**src/rtl/wb_trace_fifo.sv**
```systemverilog
// Write-back trace buffer: captures retired register write-backs {rd, data, seq}
// into a small FIFO drained over a valid/ready handshake; overflow is dropped and counted.
module wb_trace_fifo #(
  parameter int DATA_W = 32,
  parameter int DEPTH  = 8,
  parameter int SEQ_W  = 16
) (
  input  logic                     clk,
  input  logic                     reset,
  input  logic                     clear,
  input  logic                     wb_valid,
  input  logic [4:0]               wb_rd,
  input  logic [DATA_W-1:0]        wb_data,
  output logic                     out_valid,
  input  logic                     out_ready,
  output logic [4:0]               out_rd,
  output logic [DATA_W-1:0]        out_data,
  output logic [SEQ_W-1:0]         out_seq,
  output logic [$clog2(DEPTH):0]   level,
  output logic                     full,
  output logic                     empty,
  output logic [SEQ_W-1:0]         drop_count
);

  localparam int PTR_W = $clog2(DEPTH);
  localparam int LVL_W = PTR_W + 1;
  localparam logic [LVL_W-1:0] LVL_FULL = LVL_W'(DEPTH);

  logic [PTR_W-1:0]  r_wr_ptr;
  logic [PTR_W-1:0]  r_rd_ptr;
  logic [LVL_W-1:0]  r_level;
  logic [SEQ_W-1:0]  r_seq;
  logic [SEQ_W-1:0]  r_drop;

  logic [4:0]        r_mem_rd   [DEPTH];
  logic [DATA_W-1:0] r_mem_data [DEPTH];
  logic [SEQ_W-1:0]  r_mem_seq  [DEPTH];

  logic w_qual;
  logic w_full;
  logic w_pop;
  logic w_push;
  logic w_drop;

  function automatic logic [SEQ_W-1:0] sat_inc(input logic [SEQ_W-1:0] v);
    return (&v) ? v : v + SEQ_W'(1);
  endfunction

  // A write to $zero is not a trace event at all; clear swallows everything.
  assign w_qual = wb_valid && (wb_rd != 5'd0) && !clear;
  assign w_full = (r_level == LVL_FULL);
  assign w_pop  = (r_level != '0) && out_ready && !clear;
  assign w_push = w_qual && (!w_full || w_pop);
  assign w_drop = w_qual && w_full && !w_pop;

  always_ff @(posedge clk or negedge reset) begin
    if (!reset) begin
      r_wr_ptr <= '0;
      r_rd_ptr <= '0;
      r_level  <= '0;
      r_seq    <= '0;
      r_drop   <= '0;
    end else if (clear) begin
      r_wr_ptr <= '0;
      r_rd_ptr <= '0;
      r_level  <= '0;
      r_seq    <= '0;
      r_drop   <= '0;
    end else begin
      if (w_push) r_wr_ptr <= r_wr_ptr + PTR_W'(1);
      if (w_pop)  r_rd_ptr <= r_rd_ptr + PTR_W'(1);
      case ({w_push, w_pop})
        2'b10:   r_level <= r_level + LVL_W'(1);
        2'b01:   r_level <= r_level - LVL_W'(1);
        default: r_level <= r_level;
      endcase
      if (w_qual) r_seq  <= r_seq + SEQ_W'(1);
      if (w_drop) r_drop <= sat_inc(r_drop);
    end
  end

  // Storage carries no reset; outputs are masked by the level instead.
  always_ff @(posedge clk) begin
    if (w_push) begin
      r_mem_rd[r_wr_ptr]   <= wb_rd;
      r_mem_data[r_wr_ptr] <= wb_data;
      r_mem_seq[r_wr_ptr]  <= r_seq;
    end
  end

  assign out_valid  = (r_level != '0);
  assign out_rd     = out_valid ? r_mem_rd[r_rd_ptr]   : '0;
  assign out_data   = out_valid ? r_mem_data[r_rd_ptr] : '0;
  assign out_seq    = out_valid ? r_mem_seq[r_rd_ptr]  : '0;
  assign level      = r_level;
  assign full       = w_full;
  assign empty      = (r_level == '0);
  assign drop_count = r_drop;

endmodule

```
**config.mk**
```make
export PLATFORM = sky130hd
export DESIGN_NAME = wb_trace_fifo
export DESIGN_NICKNAME = d
export VERILOG_FILES = /design/src/rtl/wb_trace_fifo.sv
export SDC_FILE = /design/constraint.sdc
export NUM_CORES = 1
export LEC_CHECK = 0
export ABC_AREA = 1
export BUFFER_PORTS_ARGS = -buffer_cell sky130_fd_sc_hd__clkbuf_2
export CORE_ASPECT_RATIO = 2
export CORE_MARGIN = 2
export CORE_UTILIZATION = 40
export CTS_BUF_LIST = sky130_fd_sc_hd__clkbuf_2 sky130_fd_sc_hd__clkbuf_4 sky130_fd_sc_hd__clkbuf_8
export DETAILED_ROUTE_END_ITERATION = 10
export SYNTH_ARGS = -nofsm -noshare
export SYNTH_HDL_FRONTEND = slang
export SYNTH_SLANG_ARGS = --single-unit
```
**constraint.sdc**
```tcl
create_clock -name clk -period 8.42 [get_ports clk]
set_input_delay 0.842 -clock clk [delete_from_list [all_inputs] [get_ports clk]]
set_output_delay 0.842 -clock clk [all_outputs]
set_load 0.02 [all_outputs]
```
==> impl_metrics.csv <==
group,metric,value,unit
outcome,status,"finished clean",
worst_setup_path,reg2reg_slack,4850,ps
synthesis,yosys-top-cells-area,"edfxtp_1 66%, nor2_1 9.3%, o21ai_0 6.4%",
worst_setup_path,r2r-end,"r_mem_rd[5][0]",
grt,antenna_found_initial,3,
synthesis,synth_mux_area_frac,0,
grt,grt_pass1_vias,13031,
synthesis,synth_compound_area_frac,0.1024,
floorplan,ios,118,
grt,grt_pass1_wl,71050,microns
timing,fin_setup_tns,0,ps
clock_network,cts_htree_levels,2,
clock_network,cts_buffer_depth,3,
power_and_ir_drop,cellLeakagePower,7.693,nW
timing,slew_violations,0,
detailed_routing,drt_wl_total,45500,microns
synthesis,synth_flop_cell,"edfxtp_1",
floorplan,core.rowCount,113,
synthesis,syn_avg_cell_area,11.75,sq um
worst_setup_path,critPathLaunchType,"flop",
timing,setup_violations,0,
detailed_routing,num_vias,12902,
clock_network,cts_setup_buffers,0,
clock_network,ctsResizeCount,0,
synthesis,netlist.area_leader.share,0.6619,
timing,hold_violations,0,
synthesis,async_flop_share,0.09013,
worst_setup_path,end_kind,"primary output",
clock_network,cts_hold_buf,0,
clock_network,numCtsBuffers,61,
power_and_ir_drop,irDropWorstVdd,0.1909,mV
synthesis,yosysTopAreaCell,"edfxtp_1",
synthesis,ys_types,37,
timing,rsz0062_at_grt,"no",
synthesis,synth_top_family_by_area,"simple AND/OR/NAND/NOR gates",
worst_setup_path,critPathKind,"flop to primary output",
synthesis,synth-edff-count,424,
worst_setup_path,cp.arrival,3990,ps
floorplan,fp.dieW,159.1,microns
detailed_routing,drc,0,
power_and_ir_drop,powerDensity,281.8,nW/um^2
finish,layout.cells.non_filler,2418,
worst_setup_path,critPathRequiredTime,7580,ps
synthesis,syn-num-nets,1686,
timing,worst_pin_slew,1218,ps
place,hpwl,23880,microns
worst_hold_path,min-delay-path-class,"input port to asynchronous set/reset pin",
floorplan,die_y,314.1,microns
timing,period_share,0.5737,
grt,grt.busiest_layer,"met2",
floorplan,core_area,47510,sq um
detailed_routing,ant_nets,0,
clock_network,cts.clk_slew.worst_paths,70,ps
clock_network,clk_latency,650,ps
finish,final_common_cell,"nor2_1",
synthesis,synth-simple-area-share,0.1386,
place,place.gp.congestion,0.8350,
timing,max_freq,207.0,MHz
timing,skew,25.35,ps
detailed_routing,wl_per_cell,18.82,microns
grt,grt_overflow,0,
clock_network,cts_tree,"done",
clock_network,cts_sinks,466,
synthesis,yosysSeqAreaShare,0.7166,
worst_setup_path,rr_worst_depth,10,
timing,slew_headroom,0.1880,
synthesis,synth_cells,1637,
grt,grtUsageMet1,0.2000,
finish,drive_gt1_frac,0.1479,
detailed_routing,drt_first_pass_iters,5,
grt,grt_start_max_net_pins,115,
timing,post-route-min-period,4831,ps
timing,holdWs,273.6,ps
floorplan,initial_core_util,0.4049,
detailed_routing,avgViaCountPerCell,5.336,
worst_setup_path,cp_max_fo,114,
synthesis,yosys.area_share.adder,0.004944,
synthesis,synth_xor_area_frac,0.004553,
flow_run,cap_violations,0,
place,portBuffers,117,
place,dp_cells,2307,
grt,use_met3,0.03228,
synthesis,yosysWarningCount,0,
floorplan,die_area,49960,sq um
clock_network,root_buffer,"clkbuf_8",
grt,grt_usage,0.1809,
finish,utilization,0.4551,
detailed_routing,drtIter0Drc,989,
grt,grt_use_met2,0.3430,
synthesis,ys_ff_latch,466,
synthesis,synthesis.area,19230,sq um
worst_setup_path,reg2reg_from,"level[3]",
finish,area_delta_synth_final,12.40,%
finish,final_nets,1787,
finish,layout_common_cells,"468 x nor2_1, 424 x edfxtp_1, 246 x o21ai_0, 117 x clkbuf_2, 112 x nand2_1",
## cell type report
type	count	area (sq um)
Timing Repair Buffer	134	713.2
Tap cell	632	790.8
Inverter	41	158.9
Antenna cell	1	2.502
Clock buffer	89	1094
Clock inverter	21	188.9
Sequential cell	466	13790
Multi-Input combinational cell	1034	4881
Fill cell	4333	25880
## cells in the mapped netlist (all sizes together) (2+ instances only)
master	number
nor2	479
edfxtp	424
o21ai	282
nand2	115
clkbuf	54
o32ai	53
buf	42
dfrtp	42
inv	41
nand3	41
nand4	16
nor3	11
a21oi	10
xor2	8
ha	6
and2	2
xnor2	2
## state kept, by name (all words and copies together) (netlist names)
name        cells
r_seq          16
r_mem_rd       40
r_mem_data    256
r_rd_ptr        3
level           4
r_wr_ptr        3
r_mem_seq     128
drop_count     16
## logic make-up (layout without fill, tap and decap cells)
family	after synthesis	after routing
buf+inv	137	285
fa+ha+maj	7	7
flops	466	466
compound gates	351	351
other cells	0	1
xor+xnor	10	10
simple gates	666	666
## worst max path at each step
| stage | to | startpoint | cells after the start |
|---|---|---|---|
| finish | out_seq[14] | r_rd_ptr[0] | 9 |
| global placement | out_seq[8] | r_rd_ptr[0] | 9 |
| global route | out_seq[6] | r_rd_ptr[0] | 9 |
| CTS | out_seq[14] | r_rd_ptr[0] | 9 |
| floorplan | r_mem_data[0][0] | wb_rd[3] | 8 |
| detailed placement | out_seq[14] | r_rd_ptr[0] | 9 |
## metal layers
| metal | vias to the layer above | share of wire |
|---|---|---|
| met3 | 105 | 0.049 |
| met1 | 6427 | 0.39 |
| met4 | 4 | 0.028 |
| met5 | - | 0.00062 |
| li1 | 6019 | - |
| met2 | 347 | 0.54 |
## metrics by stage
stage               area (sq um)  power, mW  worst slack, ps
floorplan                  19230      3.880             4121
global placement           20340      4.396             4174
detailed placement         20340      4.431             4182
CTS                        21620      6.171             3451
global route               21620      6.428             3202
finish                     21620      6.092             3589
## worst max-delay path, cell delays in order (launching register included)
cell	delay (ps)
dfrtp_4	440
buf_4	760
buf_4	1010
nor2_1	110
nor2_1	130
o21ai_0	100
o21ai_0	110
o21ai_0	100
nor2_1	270
clkbuf_2	220
## report_power, final
part / switching, mW / internal, mW
clock: 0.812 / 0.926
sequential: 0.0618 / 2.59
combinational: 1.22 / 0.489
total: 2.09 / 4.00
No activity file was read; power rests on OpenSTA's default activity.
